==> config.mk <==
export PLATFORM = sky130hd
export DESIGN_NAME = signal_power
export DESIGN_NICKNAME = d
export VERILOG_FILES = /design/src/rtl/signal_power_pkg.sv /design/src/rtl/signal_power_mult.sv /design/src/rtl/signal_power.sv
export SDC_FILE = /design/constraint.sdc
export NUM_CORES = 1
export LEC_CHECK = 0
export BUFFER_PORTS_ARGS = -buffer_cell sky130_fd_sc_hd__buf_2
export CELL_PAD_IN_SITES_DETAIL_PLACEMENT = 2
export CELL_PAD_IN_SITES_GLOBAL_PLACEMENT = 2
export CORE_MARGIN = 2
export CORE_UTILIZATION = 39
export DETAILED_ROUTE_END_ITERATION = 8
export PLACE_DENSITY = 0.87
export REMOVE_ABC_BUFFERS = 1
export SKIP_CTS_REPAIR_TIMING = 1
export SLEW_MARGIN = 20
export SYNTH_ARGS = -nofsm -noshare
export SYNTH_HDL_FRONTEND = slang
export SYNTH_SLANG_ARGS = --single-unit
==> constraint.sdc <==
create_clock -name clk -period 6.4 [get_ports clk]
set_input_delay 1.28 -clock clk [delete_from_list [all_inputs] [get_ports clk]]
set_output_delay 1.28 -clock clk [all_outputs]
set_load 0.005 [all_outputs]
==> src/rtl/signal_power_pkg.sv <==
// Shared widths, FSM encoding and helpers for the signal_power block.
// Imported by the top and the serial multiplier.
package signal_power_pkg;

  localparam int FFT_W     = 16;
  localparam int PWR_W     = 32;
  localparam int MULT_ITER = 16;
  localparam int CNT_W     = 5;

  typedef enum logic [2:0] {
    S_IDLE     = 3'd0,
    S_RE_START = 3'd1,
    S_RE_WAIT  = 3'd2,
    S_IM_START = 3'd3,
    S_IM_WAIT  = 3'd4,
    S_OUT      = 3'd5
  } state_e;

  // Two's-complement magnitude as unsigned; 0x8000 maps to itself.
  function automatic logic [FFT_W-1:0] abs_u(
    input logic [FFT_W-1:0] x
  );
    logic [FFT_W-1:0] r;
    r = x[FFT_W-1] ? (~x + {{(FFT_W-1){1'b0}}, 1'b1}) : x;
    return r;
  endfunction

endpackage

==> src/rtl/signal_power_mult.sv <==
// Unsigned 16x16->32 shift-add multiplier, one partial product per cycle.
// done pulses 16 cycles after start; product holds until the next start.
module serial_mult_u16
  import signal_power_pkg::*;
(
  input  logic                 clk,
  input  logic                 rst,
  input  logic                 start,
  input  logic [FFT_W-1:0]     a,
  input  logic [FFT_W-1:0]     b,
  output logic                 done,
  output logic [PWR_W-1:0]     product
);

  logic [PWR_W-1:0] mcand_q, mcand_d;
  logic [FFT_W-1:0] mplier_q, mplier_d;
  logic [PWR_W-1:0] acc_q, acc_d;
  logic [CNT_W-1:0] cnt_q, cnt_d;
  logic             busy_q, busy_d;
  logic             done_q, done_d;
  logic [PWR_W-1:0] a_ext;

  assign a_ext = {{(PWR_W-FFT_W){1'b0}}, a};

  // First partial product is taken on the start edge so that the
  // sixteenth lands one cycle before done is presented.
  always_comb begin
    mcand_d  = mcand_q;
    mplier_d = mplier_q;
    acc_d    = acc_q;
    cnt_d    = cnt_q;
    busy_d   = busy_q;
    done_d   = 1'b0;
    if (start && !busy_q) begin
      mcand_d  = a_ext << 1;
      mplier_d = b >> 1;
      acc_d    = b[0] ? a_ext : '0;
      cnt_d    = CNT_W'(1);
      busy_d   = 1'b1;
    end else if (busy_q) begin
      if (mplier_q[0]) begin
        acc_d = acc_q + mcand_q;
      end
      mcand_d  = mcand_q << 1;
      mplier_d = mplier_q >> 1;
      cnt_d    = cnt_q + CNT_W'(1);
      if (cnt_q == CNT_W'(MULT_ITER-1)) begin
        busy_d = 1'b0;
        done_d = 1'b1;
      end
    end
  end

  always_ff @(posedge clk) begin
    if (rst) begin
      mcand_q  <= '0;
      mplier_q <= '0;
      acc_q    <= '0;
      cnt_q    <= '0;
      busy_q   <= 1'b0;
      done_q   <= 1'b0;
    end else begin
      mcand_q  <= mcand_d;
      mplier_q <= mplier_d;
      acc_q    <= acc_d;
      cnt_q    <= cnt_d;
      busy_q   <= busy_d;
      done_q   <= done_d;
    end
  end

  assign done    = done_q;
  assign product = acc_q;

endmodule

==> src/rtl/signal_power.sv <==
// Squared magnitude re^2+im^2 of FFT bins, one bin in flight,
// both squares computed on a shared serial multiplier.
module signal_power
  import signal_power_pkg::*;
(
  input  logic             clk,
  input  logic             rst,
  input  logic [FFT_W-1:0] fft_re,
  input  logic [FFT_W-1:0] fft_im,
  input  logic             fft_last,
  input  logic             fft_valid,
  output logic             fft_rdy,
  output logic [PWR_W-1:0] power_data,
  output logic             power_last,
  output logic             power_valid,
  input  logic             power_rdy
);

  state_e           state_q, state_d;
  logic [PWR_W-1:0] acc_q, acc_d;
  logic [FFT_W-1:0] re_q, re_d;
  logic [FFT_W-1:0] im_q, im_d;
  logic             last_q, last_d;
  logic             arm_q, arm_d;

  logic             mult_start;
  logic [FFT_W-1:0] mult_op;
  logic             mult_done;
  logic [PWR_W-1:0] mult_prod;
  logic             out_en;

  serial_mult_u16 u_mult (
    .clk     (clk),
    .rst     (rst),
    .start   (mult_start),
    .a       (mult_op),
    .b       (mult_op),
    .done    (mult_done),
    .product (mult_prod)
  );

  // arm_q keeps the input closed for the first cycle after reset.
  assign arm_d = 1'b1;

  always_comb begin
    state_d    = state_q;
    acc_d      = acc_q;
    re_d       = re_q;
    im_d       = im_q;
    last_d     = last_q;
    fft_rdy    = 1'b0;
    mult_start = 1'b0;
    mult_op    = re_q;
    unique case (state_q)
      S_IDLE: begin
        fft_rdy = fft_valid && arm_q && !rst;
        if (fft_rdy) begin
          re_d    = abs_u(fft_re);
          im_d    = abs_u(fft_im);
          last_d  = fft_last;
          state_d = S_RE_START;
        end
      end
      S_RE_START: begin
        mult_start = 1'b1;
        state_d    = S_RE_WAIT;
      end
      S_RE_WAIT: begin
        if (mult_done) begin
          acc_d   = mult_prod;
          state_d = S_IM_START;
        end
      end
      S_IM_START: begin
        mult_start = 1'b1;
        mult_op    = im_q;
        state_d    = S_IM_WAIT;
      end
      S_IM_WAIT: begin
        mult_op = im_q;
        if (mult_done) begin
          acc_d   = acc_q + mult_prod;
          state_d = S_OUT;
        end
      end
      S_OUT: begin
        if (power_rdy) begin
          state_d = S_IDLE;
        end
      end
      default: begin
        state_d = S_IDLE;
      end
    endcase
  end

  always_ff @(posedge clk) begin
    if (rst) begin
      state_q <= S_IDLE;
      acc_q   <= '0;
      re_q    <= '0;
      im_q    <= '0;
      last_q  <= 1'b0;
      arm_q   <= 1'b0;
    end else begin
      state_q <= state_d;
      acc_q   <= acc_d;
      re_q    <= re_d;
      im_q    <= im_d;
      last_q  <= last_d;
      arm_q   <= arm_d;
    end
  end

  assign out_en      = (state_q == S_OUT) && !rst;
  assign power_valid = out_en;
  assign power_data  = out_en ? acc_q : '0;
  assign power_last  = out_en && last_q;

endmodule

======== Yosys cells after proc, flatten, opt, wreduce, memory -nomap -nowiden ========
Cells that the tools add are included.
word-level totals
  flip-flop bits (word level) ............. 154
  logic and storage cells ................. 80
cells by class
  add/subtract/negate cells ............... 5
  eq/ne operators ......................... 10
  muxes and demuxes ....................... 29
  bitwise logic cells ..................... 3
  reduce and logical (&&, ||, !) cells .... 19
operators with widths
  cell                                            count
  two-way mux 32 bit                              6
  adder 32 bit                                    2
  two-way mux 16 bit                              4
  case mux 32 bit (2 select lines)                1
  two-way mux 17 bit                              2
  adder 16 x 1 -> 16 bit (second input constant)  2
  NOT 16 bit                                      2
  two-way mux 15 bit                              2
  case mux 3 bit (6 select lines)                 1
  two-way mux 3 bit                               4
  two-way mux 1 bit                               9
  == test 3 x 2 -> 1 bit (second input constant)  2
  == test 3 bit (second input constant)           2
  nonzero test 2 bit                              3
  OR reduction 2 bit                              3
  adder 5 x 1 -> 5 bit (second input constant)    1
  == test 5 x 4 -> 1 bit (second input constant)  1
  logical AND 1 bit                               5
  != test 2 x 1 -> 1 bit (second input constant)  2
  != test 2 bit (second input constant)           2
  AND reduction 2 bit                             2
  AND reduction 4 bit                             1
  == test 3 x 1 -> 1 bit (second input constant)  1
  zero test 3 bit                                 1
  4 further kinds                                 5

======== Depth between registers and ports, before layout ========
  depth in word-level cells ............... 6
  depth in mapped cells ................... 12
  gate-level depth less buffers ........... 12

======== Cells and area by module ========
From an unflattened synthesis, not the netlist that was laid out.
second synthesis, totals
  cell total of the unflattened synthesis .. 1,348
  area, all modules ....................... 10,581.4 um^2
by module, submodules not included
  module           times used  cells each  area each (um^2)
  signal_power     1           720         5,477.8
  serial_mult_u16  1           628         5,103.6

======== Least setup slack after synthesis ========
No wires, ideal clock.
  path type ............................... input -> output
  start point ............................. input rst
  end point ............................... output power_data[22]
  data arrival time ....................... 2.272 ns
  required time ........................... 5.120 ns
  setup slack ............................. 2.848 ns
  stages .................................. 4
  cell sequence ........................... clkbuf_1 nor3b_1 clkbuf_1 and2_1
between the ends
  longest elaborated chain between the ends .. 3
ends and longest elaborated chain
  what                line                 source
  start: declaration  signal_power.sv:7    input logic rst,
  zero test 1 bit     signal_power.sv:115  assign out_en = (state_q == S_OUT) && !rst;
  logical AND 1 bit   signal_power.sv:115
  via power_valid     signal_power.sv:15   output logic power_valid,
  two-way mux 32 bit  signal_power.sv:117  assign power_data = out_en ? acc_q : '0;
  end: declaration    signal_power.sv:13   output logic [PWR_W-1:0] power_data,
The timed path passes the listed nets, and every way through them passes these cells.

======== Worst setup path in the final report ========
  start point ............................. input rst
  end point ............................... output fft_rdy
between the ends
  longest elaborated chain between the ends .. 3
ends and longest elaborated chain
  what               line                source
  zero test 1 bit    signal_power.sv:56  fft_rdy = fft_valid && arm_q && !rst;
  logical AND 1 bit  signal_power.sv:56
  two-way mux 1 bit  signal_power.sv:54  unique case (state_q)
  end: declaration   signal_power.sv:12  output logic fft_rdy,
Every way passes these cells.

==> results.json <==
{
  "ff_latch_area_mm2": 0.00308,
  "syn_area_mm2": 0.0102,
  "async_flop_share": 0,
  "drt-vias-per-instance": 6.06,
  "p_seq_frac": 0.439,
  "cell_internal_pwr_mw": 1.63,
  "relSlewSlack": 0.287,
  "cp_cell_sequence": "buf_2 > buf_4 > nor4_1 > nand3_2 > buf_4 > inv_1 > buf_2",
  "synth_ff_type": "dfxtp_1",
  "setup_viol": 0,
  "num_rows": 59,
  "p_per_area_mw_per_mm2": 198,
  "num_vias": 10300,
  "core-area_mm2": 0.0259,
  "clk_latency_ns": 0.46,
  "fmax_ghz": 0.243,
  "finalSetupTns_ns": 0,
  "synth.distinct_cells": 71,
  "wirelength_um": 39400,
  "first_pass_iters": 5,
  "reg2reg_slack_ns": 2.80,
  "drive_gt1_frac": 0.109,
  "ys_seq_area_frac": 0.301,
  "area_growth_pct": 11.8,
  "holdPathStages": 2,
  "place_congestion": 0.846,
  "multi_input_area_mm2": 0.00677,
  "ios": 72,
  "initial_utilization": 0.396,
  "clock_skew_ns": 0.0153,
  "cp-end-kind": "output port",
  "worstMarginPinSlew_ns": 1.07,
  "rr_worst_depth": 12,
  "cts-root-buf": "clkbuf_16",
  "arrival_ns": 2.84,
  "drc": 0,
  "slowest_stage": "buf_4",
  "numPlacedInstances": 1672,
  "cp_max_fo": 62,
  "grt_pass1_vias": 11200,
  "gr-total-overflow": 0,
  "pwr-share-comb": 0.068,
  "preCtsSetupSlack_ns": 2.33,
  "critPathTopFamily": "buffers and inverters",
  "ys_warn_count": 0,
  "status": "completed",
  "drv_cap": 0,
  "synth-edff-count": 0,
  "antenna_found_initial": 0,
  "min_period_ns": 4.12,
  "nNetsFinal": 1460,
  "final_max_slew_viol_count": 0,
  "grt_usage": 0.285,
  "wl_per_cell_um": 23.1,
  "p_leak_nw": 4.62,
  "syn_inst": 1333,
  "cp-start-kind": "primary input",
  "grt_max_degree": 86,
  "path_class": "primary input to output port",
  "portBuffers": 71,
  "grt_pass1_wl_um": 63300,
  "cts_buffers": 17,
  "reg2reg_to": "u_mult.product[21]$_SDFFE_PP0P_",
  "fin_cells": 1704,
  "hold_viol_final": 0,
  "antennaDiodeCount": 0,
  "cts_tree": "yes",
  "p_switching_mw": 0.637,
  "ys_seq_elements": 154,
  "hp-start": "last_q$_SDFFE_PP0P_",
  "power_frac_clock": 0.493,
  "vdd_drop_max_mv": 0.175,
  "hold_path.class": "register to register",
  "clock-sinks": 154,
  "cp.required_ns": 5.12,
  "dieArea_mm2": 0.0276,
  "r2r-start": "u_mult.product[1]$_SDFFE_PP0P_",
  "final_cell_area_mm2": 0.0115,
  "ant_nets": 0,
  "die_width_um": 166,
  "switching_share": 0.282,
  "die_y_um": 166,
  "period_share": 0.644,
  "worstHoldEndpoint": "last_q$_SDFFE_PP0P_",
  "setup_ws_ns": 2.28,
  "place_area_mm2": 0.0108,
  "fill_cells": 2897,
  "clk_pin_slew_ns": 0.07,
  "syn_area_per_cell_um2": 7.69,
  "drtIter0Drc": 558,
  "critPathBufInv": 5,
  "slowest_delay_ns": 0.46,
  "grt_setup_unrepaired": "false",
  "dpl.hpwl_um": 25700,
  "htree_num_levels": 4,
  "cts_buffer_depth": 2,
  "hold_slack_ns": 0.471
}
## synthesized netlist by cell type, types with 32 or more instances
cell | n | share of area
mux2i_1 | 34 | 0.033
dfxtp_1 | 154 | 0.30
xnor2_1 | 36 | 0.031
nand3_1 | 43 | 0.021
nor2_1 | 149 | 0.055
xor2_1 | 44 | 0.038
and2_1 | 42 | 0.026
clkbuf_1 | 65 | 0.024
ha_1 | 65 | 0.079
o21ai_0 | 94 | 0.046
nand2_1 | 133 | 0.049
nor3_1 | 32 | 0.016
a21oi_1 | 138 | 0.067
## worst reg2reg max path: stages (launching register included)
cell       delay, ns
dfxtp_1         0.46
ha_1            0.24
inv_1           0.07
fa_1            0.41
nor2b_1         0.26
o2111ai_1       0.22
a31oi_1         0.30
o211ai_1        0.31
a21boi_0        0.53
o21ai_0         0.23
nand2_1         0.17
xor2_1          0.08
a22o_1          0.21
## cell type report
| class | count | area share |
|---|---|---|
| clock inverters | 15 | 0.0173 |
| flip-flops and latches | 154 | 0.269 |
| clock buffers | 17 | 0.0371 |
| multi-input cells | 1072 | 0.591 |
| repair buffers | 85 | 0.0402 |
| inverters | 26 | 0.00852 |
| well taps | 335 | 0.0366 |
## power groups by stage
stage	clock, mW	combinational (mW)	sequential [mW]
finish	1.12	0.155	0.994
global route	1.16	0.170	0.995
CTS	1.13	0.155	0.993
detailed placement	0	0.147	1.01
global placement	0	0.138	1.01
floorplan	0	0.0782	1.01
## sequential cells by signal (all words and copies together), names as in the netlist
| register | count |
|---|---|
| im_q | 16 |
| u_mult.done | 1 |
| u_mult.mcand_q | 31 |
| state_q | 3 |
| u_mult.mplier_q | 15 |
| u_mult.product | 32 |
| re_q | 16 |
| u_mult.cnt_q | 5 |
| arm_q | 1 |
| acc_q | 32 |
| last_q | 1 |
| u_mult.busy_q | 1 |
## cell usage in the layout, fill, tap and decap left out, drive strengths merged, types with 13 or more instances in the layout
cell and n:
nor2 149, ha 65, clkbuf 17, buf 85, o21ai 98, a31oi 16, or3 15, a211oi 15
and2 43, nand3 44, nand2b 25, xnor2 36, a21o 30, nand4 13, inv 35, a21oi 140
nor3 32, dfxtp 154, mux2i 34, xor2 44, nand2 134
## through the flow
| step | util | power, mW |
|---|---|---|
| finish | 0.442 | 2.26 |
| global route | 0.442 | 2.33 |
| CTS | 0.442 | 2.28 |
| detailed placement | 0.418 | 1.16 |
| global placement | 0.418 | 1.15 |
| floorplan | - | 1.09 |
## worst max path at each step
stage,from,to,slack (ns),cells after the start
3_5_place_dp,rst,fft_rdy,2.33,7
4_1_cts,rst,fft_rdy,2.29,7
6_report,rst,fft_rdy,2.28,7
5_1_grt,rst,fft_rdy,2.13,7
2_1_floorplan,rst,fft_rdy,2.26,3
3_3_place_gp,rst,fft_rdy,2.40,7
## logic make-up after synthesis
family                   after synthesis  synth area share
AND/OR/NAND/NOR                      493             0.227
AO/OA/AOI/OAI                        396             0.244
flip-flops                           154             0.301
buffers and inverters                107            0.0405
XOR/XNOR                              80            0.0684
adder cells (fa/ha/maj)               67            0.0833
multiplexers                          36            0.0354
## routing by layer
metal | GRT usage | wire length, um | up-vias
met1 | 0.356 | 17600 | 5164
met5 | 0 | 0 | -
li1 | - | - | 4818
met2 | 0.502 | 19400 | 259
met3 | 0.0386 | 1480 | 78
met4 | 0.100 | 926 | 0
(Power assumes the default switching activity.)
